`config.mk`:
```
export PLATFORM = sky130hd
export DESIGN_NAME = aurora_rx_block_decoder
export DESIGN_NICKNAME = d
export VERILOG_FILES = /design/src/rtl/aurora_rx_pkg.sv /design/src/rtl/aurora_rx_block_fifo.sv /design/src/rtl/aurora_rx_block_decoder.sv
export SDC_FILE = /design/constraint.sdc
export NUM_CORES = 1
export LEC_CHECK = 0
export ABC_CLOCK_PERIOD_IN_PS = 6040
export CAP_MARGIN = 30
export CORE_MARGIN = 2
export CORE_UTILIZATION = 54
export DETAILED_ROUTE_END_ITERATION = 8
export PLACE_DENSITY = 0.81
export SLEW_MARGIN = 0
export SYNTH_ARGS = -nofsm -noshare
export SYNTH_HDL_FRONTEND = slang
export SYNTH_SLANG_ARGS = --single-unit
```
`constraint.sdc`:
```
create_clock -name clk_rx_i -period 6.04 [get_ports clk_rx_i]
set_input_delay 0.604 -clock clk_rx_i [delete_from_list [all_inputs] [get_ports clk_rx_i]]
set_output_delay 0.604 -clock clk_rx_i [all_outputs]
set_load 0.02 [all_outputs]
```
`src/rtl/aurora_rx_pkg.sv`:
```
// Shared constants and types for the Aurora 64B/66B receive block path.
// Header codes, control block types and the link qualification states.
package aurora_rx_pkg;

  localparam logic [1:0] HDR_DATA = 2'b01;
  localparam logic [1:0] HDR_CTRL = 2'b10;

  localparam logic [7:0] BT_IDLE   = 8'h78;
  localparam logic [7:0] BT_SEP    = 8'h1E;
  localparam logic [7:0] BT_SEP7   = 8'hE1;
  localparam logic [7:0] BT_USER_K = 8'hD2;

  typedef enum logic [1:0] {
    LS_DOWN   = 2'd0,
    LS_VERIFY = 2'd1,
    LS_UP     = 2'd2
  } link_state_t;

  function automatic logic ctrl_type_ok(input logic [7:0] block_type);
    case (block_type)
      BT_IDLE, BT_SEP, BT_SEP7, BT_USER_K: ctrl_type_ok = 1'b1;
      default:                             ctrl_type_ok = 1'b0;
    endcase
  endfunction

endpackage

```
`src/rtl/aurora_rx_block_fifo.sv`:
```
// First-word-fall-through FIFO: head entry is visible combinationally while not empty.
// A push into a full FIFO is refused even if a pop happens in the same cycle; flush wins over both.
module aurora_rx_block_fifo #(
  parameter int FIFO_AW = 4,
  parameter int WIDTH   = 65
) (
  input  logic               clk,
  input  logic               rst,
  input  logic               flush,
  input  logic               wr_en,
  input  logic [WIDTH-1:0]   wr_dat,
  input  logic               rd_en,
  output logic [WIDTH-1:0]   rd_dat,
  output logic               full,
  output logic               empty,
  output logic [FIFO_AW:0]   count
);

  localparam int DEPTH = 2 ** FIFO_AW;

  logic [WIDTH-1:0] mem [DEPTH];
  logic [FIFO_AW:0] wr_ptr;
  logic [FIFO_AW:0] rd_ptr;
  logic             push;
  logic             pop;

  // Extra pointer MSB separates the full and empty cases when the indices match.
  assign full  = (wr_ptr[FIFO_AW] != rd_ptr[FIFO_AW]) &&
                 (wr_ptr[FIFO_AW-1:0] == rd_ptr[FIFO_AW-1:0]);
  assign empty = (wr_ptr == rd_ptr);
  assign count = wr_ptr - rd_ptr;

  assign push = wr_en && !full;
  assign pop  = rd_en && !empty;

  assign rd_dat = empty ? '0 : mem[rd_ptr[FIFO_AW-1:0]];

  always_ff @(posedge clk or posedge rst) begin
    if (rst) begin
      wr_ptr <= '0;
      rd_ptr <= '0;
    end else if (flush) begin
      wr_ptr <= '0;
      rd_ptr <= '0;
    end else begin
      if (push) wr_ptr <= wr_ptr + 1'b1;
      if (pop)  rd_ptr <= rd_ptr + 1'b1;
    end
  end

  always_ff @(posedge clk) begin
    if (push) mem[wr_ptr[FIFO_AW-1:0]] <= wr_dat;
  end

endmodule

```
`src/rtl/aurora_rx_block_decoder.sv`:
```
// Link qualification, block classification, idle filtering and buffering of lane blocks.
// Two register stages from input to m_valid_o; overflowing blocks are dropped and counted.
module aurora_rx_block_decoder
  import aurora_rx_pkg::*;
#(
  parameter int FIFO_AW    = 4,
  parameter int VERIFY_CNT = 64,
  parameter int ERR_WINDOW = 1024,
  parameter int ERR_MAX    = 16
) (
  input  logic        clk_rx_i,
  input  logic        rst_i,
  input  logic [63:0] rx_data_i,
  input  logic [1:0]  rx_header_i,
  input  logic        rx_valid_i,
  input  logic        rx_lock_i,
  input  logic        clear_i,
  output logic [63:0] m_data_o,
  output logic        m_ctrl_o,
  output logic        m_valid_o,
  input  logic        m_ready_i,
  output logic        link_up_o,
  output logic [15:0] err_cnt_o,
  output logic [15:0] drop_cnt_o,
  output logic        overflow_o
);

  localparam int VW = $clog2(VERIFY_CNT + 1);
  localparam int BW = $clog2(ERR_WINDOW + 1);
  localparam int EW = $clog2(ERR_MAX + 1);
  localparam logic [FIFO_AW:0] DEPTH_CNT = (FIFO_AW + 1)'(2 ** FIFO_AW);

  link_state_t   state;
  link_state_t   state_nxt;
  logic [VW-1:0] vcnt;
  logic [VW-1:0] vcnt_nxt;
  logic [BW-1:0] blk_cnt;
  logic [BW-1:0] blk_cnt_nxt;
  logic [EW-1:0] win_err;
  logic [EW-1:0] win_err_nxt;

  logic [7:0]    blk_type;
  logic          illegal;
  logic          legal;
  logic          is_idle;
  logic          leave_up;

  logic          stage_vld;
  logic [63:0]   stage_data;
  logic          stage_ctrl;

  logic [64:0]   fifo_rd;
  logic          fifo_full;
  logic          fifo_empty;
  logic [FIFO_AW:0] fifo_count;
  logic          drop;

  assign blk_type = rx_data_i[63:56];

  always_comb begin
    illegal = 1'b0;
    if (rx_valid_i) begin
      if ((rx_header_i == 2'b00) || (rx_header_i == 2'b11))
        illegal = 1'b1;
      else if ((rx_header_i == HDR_CTRL) && !ctrl_type_ok(blk_type))
        illegal = 1'b1;
    end
  end

  assign legal   = rx_valid_i && !illegal;
  assign is_idle = (rx_header_i == HDR_CTRL) && (blk_type == BT_IDLE);

  always_comb begin
    state_nxt   = state;
    vcnt_nxt    = vcnt;
    blk_cnt_nxt = blk_cnt;
    win_err_nxt = win_err;
    if (!rx_lock_i) begin
      state_nxt   = LS_DOWN;
      vcnt_nxt    = '0;
      blk_cnt_nxt = '0;
      win_err_nxt = '0;
    end else begin
      case (state)
        LS_DOWN: begin
          state_nxt = LS_VERIFY;
          vcnt_nxt  = '0;
        end
        LS_VERIFY: begin
          if (illegal) begin
            vcnt_nxt = '0;
          end else if (legal) begin
            if (vcnt == VW'(VERIFY_CNT - 1)) begin
              state_nxt   = LS_UP;
              vcnt_nxt    = '0;
              blk_cnt_nxt = '0;
              win_err_nxt = '0;
            end else begin
              vcnt_nxt = vcnt + VW'(1);
            end
          end
        end
        LS_UP: begin
          if (rx_valid_i) begin
            // The error limit is tested before the window wrap so the final error always counts.
            if (illegal && (win_err == EW'(ERR_MAX - 1))) begin
              state_nxt   = LS_DOWN;
              blk_cnt_nxt = '0;
              win_err_nxt = '0;
            end else if (blk_cnt == BW'(ERR_WINDOW - 1)) begin
              blk_cnt_nxt = '0;
              win_err_nxt = '0;
            end else begin
              blk_cnt_nxt = blk_cnt + BW'(1);
              if (illegal) win_err_nxt = win_err + EW'(1);
            end
          end
        end
        default: state_nxt = LS_DOWN;
      endcase
    end
  end

  assign leave_up = (state == LS_UP) && (state_nxt != LS_UP);

  always_ff @(posedge clk_rx_i or posedge rst_i) begin
    if (rst_i) begin
      state   <= LS_DOWN;
      vcnt    <= '0;
      blk_cnt <= '0;
      win_err <= '0;
    end else begin
      state   <= state_nxt;
      vcnt    <= vcnt_nxt;
      blk_cnt <= blk_cnt_nxt;
      win_err <= win_err_nxt;
    end
  end

  // A block is only staged when the link stays UP across this edge, so leaving UP discards it.
  always_ff @(posedge clk_rx_i or posedge rst_i) begin
    if (rst_i) begin
      stage_vld  <= 1'b0;
      stage_data <= '0;
      stage_ctrl <= 1'b0;
    end else begin
      stage_vld <= (state == LS_UP) && !leave_up && legal && !is_idle;
      if (legal) begin
        stage_data <= rx_data_i;
        stage_ctrl <= (rx_header_i == HDR_CTRL);
      end
    end
  end

  aurora_rx_block_fifo #(
    .FIFO_AW (FIFO_AW),
    .WIDTH   (65)
  ) u_fifo (
    .clk    (clk_rx_i),
    .rst    (rst_i),
    .flush  (leave_up),
    .wr_en  (stage_vld),
    .wr_dat ({stage_ctrl, stage_data}),
    .rd_en  (m_ready_i),
    .rd_dat (fifo_rd),
    .full   (fifo_full),
    .empty  (fifo_empty),
    .count  (fifo_count)
  );

  assert property (@(posedge clk_rx_i) disable iff (rst_i)
                   fifo_full == (fifo_count == DEPTH_CNT));

  assign drop = stage_vld && fifo_full && !leave_up;

  always_ff @(posedge clk_rx_i or posedge rst_i) begin
    if (rst_i) begin
      err_cnt_o  <= '0;
      drop_cnt_o <= '0;
      overflow_o <= 1'b0;
    end else if (clear_i) begin
      err_cnt_o  <= '0;
      drop_cnt_o <= '0;
      overflow_o <= 1'b0;
    end else begin
      if (illegal && (state != LS_DOWN) && (err_cnt_o != 16'hFFFF))
        err_cnt_o <= err_cnt_o + 16'd1;
      if (drop && (drop_cnt_o != 16'hFFFF))
        drop_cnt_o <= drop_cnt_o + 16'd1;
      if (drop)
        overflow_o <= 1'b1;
    end
  end

  assign m_data_o  = fifo_rd[63:0];
  assign m_ctrl_o  = fifo_rd[64];
  assign m_valid_o = !fifo_empty;
  assign link_up_o = (state == LS_UP);

endmodule

```
==> results.json <==
{
  "cts_sinks": 1174,
  "postRouteAntennaNets": 0,
  "wl_met2_um": 54500,
  "met3_length_um": 9560,
  "p_leak_nw": 17.3,
  "finalCritPeriodShare": 0.811,
  "drc": 0,
  "cap_violations": 0,
  "drt_pre_antenna_iters": 5,
  "hold_violations": 0,
  "crit_path_end": "m_data_o[51]",
  "postCtsHoldBufs": 0,
  "drv_slew": 0,
  "worst_pin_slew_ns": 1.04,
  "dieWidth_um": 296,
  "finalInstanceArea_mm2": 0.0530,
  "drt_iter0_markers": 2721,
  "r2r_cells": 6,
  "grt_max_degree": 142,
  "cts_resized": 0,
  "core_mm2": 0.0840,
  "tritoncts": "yes",
  "cp.arrival_ns": 4.29,
  "ys_top_cells_by_area": "edfxtp_1, mux4_2, dfrtp_1",
  "timing.rr.end": "u_fifo.mem[15][9]$_DFFE_PP_",
  "seqCellArea_mm2": 0.0346,
  "synth_area_mm2": 0.0459,
  "power_density_mw_per_mm2": 445,
  "highest_layer": "met5",
  "fp-row-count": 106,
  "multi_input_area_mm2": 0.0109,
  "area_growth_pct": 15.5,
  "rsz0062_at_grt": "false",
  "max_freq_mhz": 204,
  "cts-root-buf": "clkbuf_16",
  "rrSetupSlack_ns": 2.00,
  "cts_buffers": 110,
  "synth_area_leader_cell": "edfxtp_1",
  "htreeDepth": 3,
  "synth_ff_type": "edfxtp_1",
  "dp_hpwl_um": 52500,
  "final_cell_mix": "edfxtp_1, mux4_2, clkdlybuf4s50_1, dfrtp_1, clkbuf_16",
  "grt-ovfl-total": 0,
  "yosys.area.top_type_share": 0.680,
  "synth_edf_count": 1040,
  "async_flop_share": 0.114,
  "dp_cells": 3348,
  "relSlewSlack": 0.309,
  "drt-met1-wl_um": 39200,
  "cts_setup_buffers": 0,
  "setup_viol": 0,
  "startpoint_type": "flop",
  "drive_above_1_share": 0.266,
  "clkLatencyLatePin_ns": 0.69,
  "synthCells": 2095,
  "routed_wl_um": 107000,
  "status": "finished clean",
  "fillers": 5295,
  "syn_nets": 2179,
  "grt_use_total": 0.251,
  "io_pins": 172,
  "post_drt_wl_per_cell_um": 30.0,
  "startpoint": "u_fifo.rd_ptr[3]$_DFFE_PP0P_",
  "viasPerCell": 6.36,
  "cp-end-kind": "output port",
  "antenna_found_initial": 5,
  "portBuffers": 171,
  "avgSynthCellArea_um2": 21.9,
  "final_common_cell": "edfxtp_1",
  "ys_seq_area_frac": 0.753,
  "ir_worst_vdd_mv": 0.338,
  "fin_nets": 2411,
  "hp-class": "in -> async",
  "grt_pass1_vias": 23862,
  "placed_cell_area_mm2": 0.0492,
  "period_minus_slack_ns": 4.90,
  "crit_fanout": 44,
  "synth_cell_types": 70,
  "yosysWarningCount": 0,
  "vias": 22652,
  "worstSetupPathType": "reg -> out",
  "place_congestion": 0.837,
  "ys_ff_latch": 1174,
  "tns_ns": 0,
  "die-area_mm2": 0.0874,
  "die_h_um": 296,
  "fin_worst_skew_ns": 0.0452,
  "reg2reg_from": "u_fifo.rd_ptr[3]$_DFFE_PP0P_",
  "start_util": 0.547,
  "fin_cells": 3559,
  "grt_pass1_wl_um": 157000,
  "cp.required_ns": 5.44,
  "cts.clk_slew.worst_paths_ns": 0.06,
  "cts_buffer_depth": 3
}
[logic make-up (layout without fill, tap and decap cells)]
family | count (synthesis) | count (layout) | share of synthesized area
XOR/XNOR | 36 | 36 | 0.00687
AO/OA/AOI/OAI | 69 | 69 | 0.0115
AND/OR/NAND/NOR | 293 | 293 | 0.0361
buffers and inverters | 114 | 443 | 0.0111
multiplexers | 397 | 397 | 0.178
flip-flops | 1174 | 1174 | 0.753
other | 0 | 1 | 0
adder cells (fa/ha/maj) | 12 | 12 | 0.00327
[worst max-delay path: stages, from the launching register on]
cell and delay, ns:
dfrtp_4 0.91, xor2_1 0.30, nor4_4 0.11, and2_1 0.21, inv_2 0.75, buf_4 0.47, and2_1 0.22, clkdlybuf4s50_1 0.65
[state kept, by name (all words and copies together), names as in the netlist, 2 cells and up]
signal and cells:
u_fifo.mem 1040, stage_data 64, drop_cnt_o 16, err_cnt_o 16, blk_cnt 11, vcnt 7
u_fifo.rd_ptr 5, u_fifo.wr_ptr 5, win_err 5, state 2
[how the worst min path moves through the flow]
stage / cells past startpoint / to / slack (ns) / startpoint
after floorplan: 1 / blk_cnt[10]$_DFFE_PP0P_ / 0.45 / blk_cnt[10]$_DFFE_PP0P_
after global placement: 1 / blk_cnt[10]$_DFFE_PP0P_ / 0.47 / blk_cnt[10]$_DFFE_PP0P_
after detailed placement: 1 / blk_cnt[10]$_DFFE_PP0P_ / 0.47 / blk_cnt[10]$_DFFE_PP0P_
after CTS: 2 / blk_cnt[0]$_DFFE_PP0P_ / 0.37 / rst_i
after global routing: 2 / blk_cnt[0]$_DFFE_PP0P_ / 0.43 / rst_i
final: 2 / blk_cnt[0]$_DFFE_PP0P_ / 0.37 / rst_i
[through the flow]
stage / hold slack, ns / total power, mW / setup slack [ns] / utilization
after CTS: 0.372 / 23.7 / 1.11 / 0.631
final: 0.372 / 23.6 / 1.14 / 0.632
after detailed placement: 0.473 / 16.4 / 1.92 / 0.586
after global routing: 0.426 / 24.4 / 1.05 / 0.632
after floorplan: 0.451 / 14.2 / -0.405 / -
after global placement: 0.467 / 16.2 / 2.01 / 0.585
[synthesized netlist by cell type (11+ instances only)]
cell      number
and3_1        15
mux2_4        11
clkbuf_1      51
edfxtp_1    1040
mux4_2       325
ha_1          12
mux2_2        51
and2_1        72
buf_2         41
nor2_1        66
nand2_1       36
dfrtp_1      134
xor2_1        28
nand3_1       22
inv_1         13
nand4_1       18
o21ai_0       19
nor3_1        11
[report_power, final]
part | switching (mW) | total [mW] | leakage (nW) | internal [mW]
Combinational | 2.96 | 6.33 | 4.35 | 3.37
Clock | 2.97 | 7.27 | 1.86 | 4.29
Sequential | 0.604 | 9.98 | 11.1 | 9.38
[layer usage]
layer  GRT usage  vias to the layer above
met4      0.0932                        4
li1            -                     9153
met1       0.326                    11976
met5           0                        -
met2       0.418                     1293
met3      0.0563                      226
[cell type report]
class	count	share of cell area
diodes	1	0.0000472
multi-input cells	807	0.206
inverters	13	0.00104
clock buffers	150	0.0570
repair buffers	221	0.0416
well taps	1134	0.0267
clock inverters	59	0.0152
flip-flops and latches	1174	0.652
Power figures use the tool's default switching activity.
